## src/rtl/fwd_pkg.sv

```systemverilog
// Shared definitions for the ID/EX operand-forwarding stage: select codes,
// the hard-wired zero register and the statistics counter width.
package fwd_pkg;

  typedef enum logic [1:0] {
    FWD_RF    = 2'b00,
    FWD_EXMEM = 2'b01,
    FWD_MEMWB = 2'b10,
    FWD_RSVD  = 2'b11
  } fwd_sel_e;

  // Register 0 reads as zero architecturally and is never a forwarding target.
  localparam int unsigned REG_ZERO = 0;

  localparam int unsigned STAT_W   = 16;
  localparam logic [STAT_W-1:0] STAT_MAX = '1;

endpackage : fwd_pkg

```

## src/rtl/fwd_operand_stage_if.sv

```systemverilog
// Bundle of the operand-forwarding stage: decode-side operands, EX/MEM and
// MEM/WB result buses in, registered ID/EX operands out.
// Optional statistics outputs appear when FWD_STATS_EN is defined.
interface fwd_operand_stage_if
  import fwd_pkg::*;
#(
  parameter int NB_DATA = 32,
  parameter int NB_ADDR = 5,
  parameter int N_OPS   = 2,
  parameter int NB_SEL  = 2
);

  logic                       valid_i;
  logic                       stall_i;
  logic                       flush_i;
  logic [N_OPS*NB_ADDR-1:0]   src_addr_i;
  logic [N_OPS*NB_DATA-1:0]   rf_data_i;
  logic [NB_ADDR-1:0]         exmem_rd_i;
  logic                       exmem_regwrite_i;
  logic [NB_DATA-1:0]         exmem_data_i;
  logic [NB_ADDR-1:0]         memwb_rd_i;
  logic                       memwb_regwrite_i;
  logic [NB_DATA-1:0]         memwb_data_i;
  logic [N_OPS*NB_DATA-1:0]   data_o;
  logic                       valid_o;
  logic [N_OPS*NB_SEL-1:0]    fwd_sel_o;
`ifdef FWD_STATS_EN
  logic [STAT_W-1:0]          stat_exmem_o;
  logic [STAT_W-1:0]          stat_memwb_o;
`endif

  // Upstream side: drives instruction operands and the forwarding sources.
  modport master (
    output valid_i, stall_i, flush_i, src_addr_i, rf_data_i,
    output exmem_rd_i, exmem_regwrite_i, exmem_data_i,
    output memwb_rd_i, memwb_regwrite_i, memwb_data_i,
`ifdef FWD_STATS_EN
    input  stat_exmem_o, stat_memwb_o,
`endif
    input  data_o, valid_o, fwd_sel_o
  );

  // The stage itself.
  modport slave (
    input  valid_i, stall_i, flush_i, src_addr_i, rf_data_i,
    input  exmem_rd_i, exmem_regwrite_i, exmem_data_i,
    input  memwb_rd_i, memwb_regwrite_i, memwb_data_i,
`ifdef FWD_STATS_EN
    output stat_exmem_o, stat_memwb_o,
`endif
    output data_o, valid_o, fwd_sel_o
  );

endinterface : fwd_operand_stage_if

```

## src/rtl/fwd_sel_unit.sv

```systemverilog
// Per-channel forwarding select: compares one source register against the
// EX/MEM and MEM/WB destinations and picks the freshest value.
// EX/MEM beats MEM/WB; register 0 always comes from the register file.
module fwd_sel_unit
  import fwd_pkg::*;
#(
  parameter int NB_DATA = 32,
  parameter int NB_ADDR = 5,
  parameter int NB_SEL  = 2
) (
  input  logic [NB_ADDR-1:0] src_addr_i,
  input  logic [NB_DATA-1:0] rf_data_i,
  input  logic [NB_ADDR-1:0] exmem_rd_i,
  input  logic               exmem_regwrite_i,
  input  logic [NB_DATA-1:0] exmem_data_i,
  input  logic [NB_ADDR-1:0] memwb_rd_i,
  input  logic               memwb_regwrite_i,
  input  logic [NB_DATA-1:0] memwb_data_i,
  output logic [NB_SEL-1:0]  sel_o,
  output logic [NB_DATA-1:0] data_o
);

  logic     src_nonzero;
  logic     exmem_hit;
  logic     memwb_hit;
  fwd_sel_e sel;

  assign src_nonzero = (src_addr_i != NB_ADDR'(REG_ZERO));
  assign exmem_hit   = exmem_regwrite_i && (exmem_rd_i == src_addr_i) && src_nonzero;
  assign memwb_hit   = memwb_regwrite_i && (memwb_rd_i == src_addr_i) && src_nonzero;

  // Priority select: the younger EX/MEM result shadows the older MEM/WB one.
  always_comb begin
    // NOTE: default first so every path assigns sel; otherwise a latch is inferred.
    sel = FWD_RF;
    if (exmem_hit) begin
      sel = FWD_EXMEM;
    end else if (memwb_hit) begin
      sel = FWD_MEMWB;
    end
  end

  // Operand mux; the reserved code falls back to register-file data.
  always_comb begin
    data_o = rf_data_i;
    case (sel)
      FWD_EXMEM:      data_o = exmem_data_i;
      FWD_MEMWB:      data_o = memwb_data_i;
      FWD_RF, FWD_RSVD: data_o = rf_data_i;
      default:        data_o = rf_data_i;
    endcase
  end

  assign sel_o = NB_SEL'(sel);

endmodule : fwd_sel_unit

```

## src/rtl/fwd_operand_stage.sv

```systemverilog
// N-channel operand-forwarding stage at the ID/EX boundary: one select unit
// per operand feeds the ID/EX latch, which obeys flush > stall > update.
// Define FWD_STATS_EN to add saturating EX/MEM and MEM/WB usage counters.
module fwd_operand_stage
  import fwd_pkg::*;
#(
  parameter int NB_DATA = 32,
  parameter int NB_ADDR = 5,
  parameter int N_OPS   = 2,
  parameter int NB_SEL  = 2
) (
  input  logic          clock_i,
  input  logic          reset_i,
  fwd_operand_stage_if.slave bus
);

  logic [N_OPS*NB_DATA-1:0] data_d;
  logic [N_OPS*NB_SEL-1:0]  sel_d;

  logic [N_OPS*NB_DATA-1:0] data_q;
  logic [N_OPS*NB_SEL-1:0]  sel_q;
  logic                     valid_q;

  for (genvar k = 0; k < N_OPS; k++) begin : g_chan
    fwd_sel_unit #(
      .NB_DATA (NB_DATA),
      .NB_ADDR (NB_ADDR),
      .NB_SEL  (NB_SEL)
    ) u_sel (
      .src_addr_i       (bus.src_addr_i[k*NB_ADDR +: NB_ADDR]),
      .rf_data_i        (bus.rf_data_i[k*NB_DATA +: NB_DATA]),
      .exmem_rd_i       (bus.exmem_rd_i),
      .exmem_regwrite_i (bus.exmem_regwrite_i),
      .exmem_data_i     (bus.exmem_data_i),
      .memwb_rd_i       (bus.memwb_rd_i),
      .memwb_regwrite_i (bus.memwb_regwrite_i),
      .memwb_data_i     (bus.memwb_data_i),
      .sel_o            (sel_d[k*NB_SEL +: NB_SEL]),
      .data_o           (data_d[k*NB_DATA +: NB_DATA])
    );
  end

  // ID/EX latch: flush clears to a bubble, stall holds, otherwise capture.
  always_ff @(posedge clock_i or posedge reset_i) begin
    if (reset_i) begin
      data_q  <= '0;
      sel_q   <= '0;
      valid_q <= 1'b0;
    end else if (bus.flush_i) begin
      data_q  <= '0;
      sel_q   <= '0;
      valid_q <= 1'b0;
    end else if (!bus.stall_i) begin
      // NOTE: non-blocking so every register samples pre-edge values.
      data_q  <= data_d;
      sel_q   <= sel_d;
      valid_q <= bus.valid_i;
    end
  end

  assign bus.data_o    = data_q;
  assign bus.fwd_sel_o = sel_q;
  assign bus.valid_o   = valid_q;

`ifdef FWD_STATS_EN
  logic              any_exmem;
  logic              any_memwb;
  logic              update_en;
  logic [STAT_W-1:0] stat_exmem_q;
  logic [STAT_W-1:0] stat_memwb_q;

  // Does any channel draw from each forwarding source this cycle?
  always_comb begin
    any_exmem = 1'b0;
    any_memwb = 1'b0;
    for (int k = 0; k < N_OPS; k++) begin
      if (sel_d[k*NB_SEL +: NB_SEL] == NB_SEL'(FWD_EXMEM)) any_exmem = 1'b1;
      if (sel_d[k*NB_SEL +: NB_SEL] == NB_SEL'(FWD_MEMWB)) any_memwb = 1'b1;
    end
  end

  // Only real instructions that actually enter EX are counted.
  assign update_en = bus.valid_i && !bus.stall_i && !bus.flush_i;

  // Saturating usage counters.
  always_ff @(posedge clock_i or posedge reset_i) begin
    if (reset_i) begin
      stat_exmem_q <= '0;
      stat_memwb_q <= '0;
    end else if (update_en) begin
      if (any_exmem && (stat_exmem_q != STAT_MAX)) stat_exmem_q <= stat_exmem_q + 1'b1;
      if (any_memwb && (stat_memwb_q != STAT_MAX)) stat_memwb_q <= stat_memwb_q + 1'b1;
    end
  end

  assign bus.stat_exmem_o = stat_exmem_q;
  assign bus.stat_memwb_o = stat_memwb_q;
`endif

endmodule : fwd_operand_stage

```

## src/flat_wrapper.sv

```systemverilog
// flat-port wrapper written by rule: the top's interface ports become plain ports
module fwd_operand_stage_flat import fwd_pkg::*;
#(
  parameter int NB_DATA = 32,
  parameter int NB_ADDR = 5,
  parameter int N_OPS   = 2,
  parameter int NB_SEL  = 2
)
  (clock_i, reset_i, bus_valid_i, bus_stall_i, bus_flush_i, bus_src_addr_i, bus_rf_data_i, bus_exmem_rd_i, bus_exmem_regwrite_i, bus_exmem_data_i, bus_memwb_rd_i, bus_memwb_regwrite_i, bus_memwb_data_i, bus_data_o, bus_valid_o, bus_fwd_sel_o);
  fwd_operand_stage_if #(.NB_DATA(NB_DATA), .NB_ADDR(NB_ADDR), .N_OPS(N_OPS), .NB_SEL(NB_SEL)) bus_i ();
  input  logic clock_i;
  input  logic reset_i;
  input wire logic [$bits(bus_i.valid_i)-1:0] bus_valid_i;
  input wire logic [$bits(bus_i.stall_i)-1:0] bus_stall_i;
  input wire logic [$bits(bus_i.flush_i)-1:0] bus_flush_i;
  input wire logic [$bits(bus_i.src_addr_i)-1:0] bus_src_addr_i;
  input wire logic [$bits(bus_i.rf_data_i)-1:0] bus_rf_data_i;
  input wire logic [$bits(bus_i.exmem_rd_i)-1:0] bus_exmem_rd_i;
  input wire logic [$bits(bus_i.exmem_regwrite_i)-1:0] bus_exmem_regwrite_i;
  input wire logic [$bits(bus_i.exmem_data_i)-1:0] bus_exmem_data_i;
  input wire logic [$bits(bus_i.memwb_rd_i)-1:0] bus_memwb_rd_i;
  input wire logic [$bits(bus_i.memwb_regwrite_i)-1:0] bus_memwb_regwrite_i;
  input wire logic [$bits(bus_i.memwb_data_i)-1:0] bus_memwb_data_i;
  output wire logic [$bits(bus_i.data_o)-1:0] bus_data_o;
  output wire logic [$bits(bus_i.valid_o)-1:0] bus_valid_o;
  output wire logic [$bits(bus_i.fwd_sel_o)-1:0] bus_fwd_sel_o;
  assign bus_i.valid_i = bus_valid_i;
  assign bus_i.stall_i = bus_stall_i;
  assign bus_i.flush_i = bus_flush_i;
  assign bus_i.src_addr_i = bus_src_addr_i;
  assign bus_i.rf_data_i = bus_rf_data_i;
  assign bus_i.exmem_rd_i = bus_exmem_rd_i;
  assign bus_i.exmem_regwrite_i = bus_exmem_regwrite_i;
  assign bus_i.exmem_data_i = bus_exmem_data_i;
  assign bus_i.memwb_rd_i = bus_memwb_rd_i;
  assign bus_i.memwb_regwrite_i = bus_memwb_regwrite_i;
  assign bus_i.memwb_data_i = bus_memwb_data_i;
  assign bus_data_o = bus_i.data_o;
  assign bus_valid_o = bus_i.valid_o;
  assign bus_fwd_sel_o = bus_i.fwd_sel_o;
  fwd_operand_stage #(.NB_DATA(NB_DATA), .NB_ADDR(NB_ADDR), .N_OPS(N_OPS), .NB_SEL(NB_SEL)) u_core (.clock_i(clock_i), .reset_i(reset_i), .bus(bus_i));
endmodule
```

## config.mk

```make
export PLATFORM = sky130hd
export DESIGN_NAME = fwd_operand_stage_flat
export DESIGN_NICKNAME = d
export VERILOG_FILES = /design/src/rtl/fwd_pkg.sv /design/src/rtl/fwd_operand_stage_if.sv /design/src/rtl/fwd_sel_unit.sv /design/src/rtl/fwd_operand_stage.sv /design/src/flat_wrapper.sv
export SDC_FILE = /design/constraint.sdc
export NUM_CORES = 1
export LEC_CHECK = 0
export BUFFER_PORTS_ARGS = -buffer_cell sky130_fd_sc_hd__buf_2
export CAP_MARGIN = 10
export CORE_UTILIZATION = 41
export CTS_CLUSTER_SIZE = 14
export DETAILED_ROUTE_END_ITERATION = 7
export PLACE_DENSITY = 0.75
export RECOVER_POWER = 100
export SLEW_MARGIN = 20
export SYNTH_ARGS = -nofsm -noshare
export SYNTH_HDL_FRONTEND = slang
export SYNTH_HIERARCHICAL = 1
export SYNTH_SLANG_ARGS = --single-unit
```

## constraint.sdc

```tcl
create_clock -name clock_i -period 2 [get_ports clock_i]
set_input_delay 0.3 -clock clock_i [delete_from_list [all_inputs] [get_ports clock_i]]
set_output_delay 0.3 -clock clock_i [all_outputs]
set_load 0.01 [all_outputs]
```

==> impl_metrics.py <==
metrics = {
    "worst_hold_path": {
        "hold_start": "bus_valid_i",
        "hp-class": "input port to flip-flop",
        "holdPathStages": 3,
        "hold_end": "u_core/bus.valid_o",
    },
    "power": {
        "vdd_ir_drop_max_mv": 0.463,
        "power.density_nw_per_um2": 659,
        "p_leak_nw": 2.79,
        "p_total_mw": 4.13,
    },
    "timing": {
        "clock_skew_ns": 0,
        "post-route-period-util_pct": 93.0,
        "slew_viol_final": 70,
        "relSlewSlack_pct": -8.31,
        "period_needed_ns": 1.86,
        "rsz0062_at_grt": "false",
        "worst_slew_pin_slew_ns": 1.62,
        "setup_ws_ns": 0.140,
        "timing.fmax_mhz": 538,
        "hold_violations": 0,
        "setup_viol": 0,
        "holdWs_ns": 0.220,
    },
    "layout": {
        "design_area_um2": 6260,
        "fill_cells": 1128,
        "area_growth_pct": 30.8,
        "seqCellArea_um2": 1730,
        "post_route_cells_drive_above_1_share_pct": 26.9,
        "fin_nets": 926,
        "final_cell_mix": "buf_2, clkbuf_1, mux2i_1, nor2_1, dfrtp_1",
        "multi_input_area_um2": 2670,
        "final_common_cell": "buf_2",
        "antenna_cells": 0,
    },
    "place": {
        "portBuffers": 223,
        "place_ws_ns": -0.0717,
        "dp_hpwl_um": 12200,
        "placed_area_um2": 6080,
        "gp_congestion": 0.871,
    },
    "clock_tree": {
        "clock_latency_ns": 0.33,
        "cts_hold_buffers": 0,
        "cts_root_buf": "clkbuf_16",
        "cts_resized": 0,
        "h-tree-depth": 3,
        "path_clk_slew_ns": 0.06,
        "post-cts-setup-buffer-count": 0,
        "cts_tree": "done",
        "cts.sinks": 69,
        "clockBufferDepth": 2,
        "numCtsBuffers": 9,
    },
    "logic_synthesis": {
        "ys_seq_area_share_pct": 36.1,
        "synth_cell_types": 24,
        "syn-num-nets": 723,
        "syn_area_um2": 4790,
        "syn_area_per_cell_um2": 8.43,
        "syn_inst": 568,
        "synth_top_cell_by_area": "dfrtp_1",
        "ys_ff_latch": 69,
        "synth_area_leaders": "dfrtp_1, mux2i_1, a31oi_1",
        "ys.flop_type": "dfrtp_1",
        "async_flop_share_pct": 100,
        "ys.warnings.count": 6,
        "synth_top_area_share_pct": 36.1,
        "synth_edf_count": 0,
    },
    "worst_setup_path": {
        "rr_startpoint": "u_core/bus.data_o[25]",
        "crit_path_end_kind": "flip-flop",
        "critPathLaunchType": "input port",
        "worstReg2RegEnd": "u_core/bus.data_o[25]",
        "cp_data_required_time_ns": 2.20,
        "crit_arrival_ns": 2.06,
        "r2r_slack_ns": 1.24,
        "crit_start": "bus_src_addr_i[8]",
        "worst_r2r_path_depth": 2,
        "critPathMaxFanout": 15,
        "path_class": "input port to flip-flop",
    },
    "grt": {
        "grt_util_met2_pct": 46.3,
        "grt_pass1_wl_um": 26800,
        "grt_max_degree": 70,
        "met3_usage_pct": 5.64,
        "grt_overflow": 0,
        "grt_util_met1_pct": 37.8,
        "antenna_found_initial": 0,
        "gr-max-usage-layer": "met2",
        "grt_use_total_pct": 29.0,
        "grt_pass1_vias": 5220,
    },
    "run_status": {
        "violations": "capacitance limit, slew limit",
        "status": "finished with violations",
    },
    "floorplanning": {
        "start_util_pct": 41.9,
        "core-area_um2": 11400,
        "rows": 39,
        "die_x_um": 110,
        "die_height_um": 110,
        "die_area_um2": 12100,
        "ios": 224,
    },
    "drt": {
        "ant_nets": 0,
        "wl_per_cell_um": 18.7,
        "wl_um": 17200,
        "first_pass_iters": 5,
        "viasPerCell": 5.97,
        "num_vias": 5490,
        "drc": 0,
        "drt-initial-drc-count": 399,
    },
    "job": {
        "drv_cap": 1,
    },
}
==> routing by layer <==
layer	part of all wire, %	up-vias	wire, um
met5	0	-	0
met4	2.4	0	418
met3	11	50	1910
met2	47	418	8030
met1	40	2532	6860
li1	-	2490	-
==> worst max-delay path: stages <==
cell and delay, ns:
buf_2 0.12, or4_4 0.56, o211ai_4 0.20, or2_1 0.15, clkbuf_2 0.35, a31oi_1 0.16
mux2i_1 0.15, nor2_1 0.07
==> sequential cells by signal, summed over array words and instances, names as in the netlist <==
signal / cells
u_core/bus.fwd_sel_o: 4
u_core/bus.data_o: 64
u_core/bus.valid_o: 1
==> metrics by stage <==
stage / setup TNS, ns / util (%) / cells
after floorplan: 0 / - / 568
after global placement: -0.0367 / 53.3 / 903
after detailed placement: -0.860 / 53.3 / 903
after CTS: 0 / 55.9 / 919
after global routing: 0 / 54.9 / 919
final: 0 / 54.9 / 919
==> worst max path at each step <==
| stage | to | cells past startpoint | slack (ns) |
|---|---|---|---|
| final | u_core/bus.data_o[47] | 8 | 0.14 |
| after global routing | u_core/bus.data_o[45] | 8 | 0.08 |
| after CTS | u_core/bus.fwd_sel_o[1] | 9 | 0.24 |
| after detailed placement | u_core/bus.fwd_sel_o[1] | 9 | -0.07 |
| after global placement | u_core/bus.data_o[16] | 8 | -0.03 |
| after floorplan | u_core/bus.data_o[61] | 8 | 0.21 |
==> final cells by class <==
type                            instances  area share, %
Tap cell                              143           2.86
Clock buffer                           12           3.93
Sequential cell                        69           27.6
Clock inverter                          4          0.759
Inverter                                3          0.240
Timing Repair Buffer                  256           22.0
Multi-Input combinational cell        432           42.6
==> report_power, final <==
| part | internal [mW] | switching (mW) | leakage [nW] |
|---|---|---|---|
| clock | 0.996 | 0.605 | 0.143 |
| combinational | 0.396 | 0.592 | 1.73 |
| sequential | 1.48 | 0.0556 | 0.918 |
==> cell families (layout without fill, tap and decap cells) <==
kind of cell           count (synthesis)  after routing  synth area share [%]
AND/OR/NAND/NOR                      209            209                  20.8
buffers and inverters                 67            275                  8.15
flip-flops                            69             69                  36.1
AO/OA/AOI/OAI                        134            134                  16.9
XOR/XNOR                              20             20                  3.66
multiplexers                          69             69                  14.4
==> synth_stat cells, types with 4 or more instances <==
library cell / instances
nor3_1: 64
dfrtp_1: 69
mux2i_1: 69
buf_2: 9
a31oi_1: 64
buf_4: 16
nand3_1: 64
nor2_1: 69
o21ai_1: 10
o21ai_0: 54
nand4_1: 4
xnor2_1: 20
buf_6: 6
clkbuf_1: 31
No activity file was read; power rests on OpenSTA's default activity.
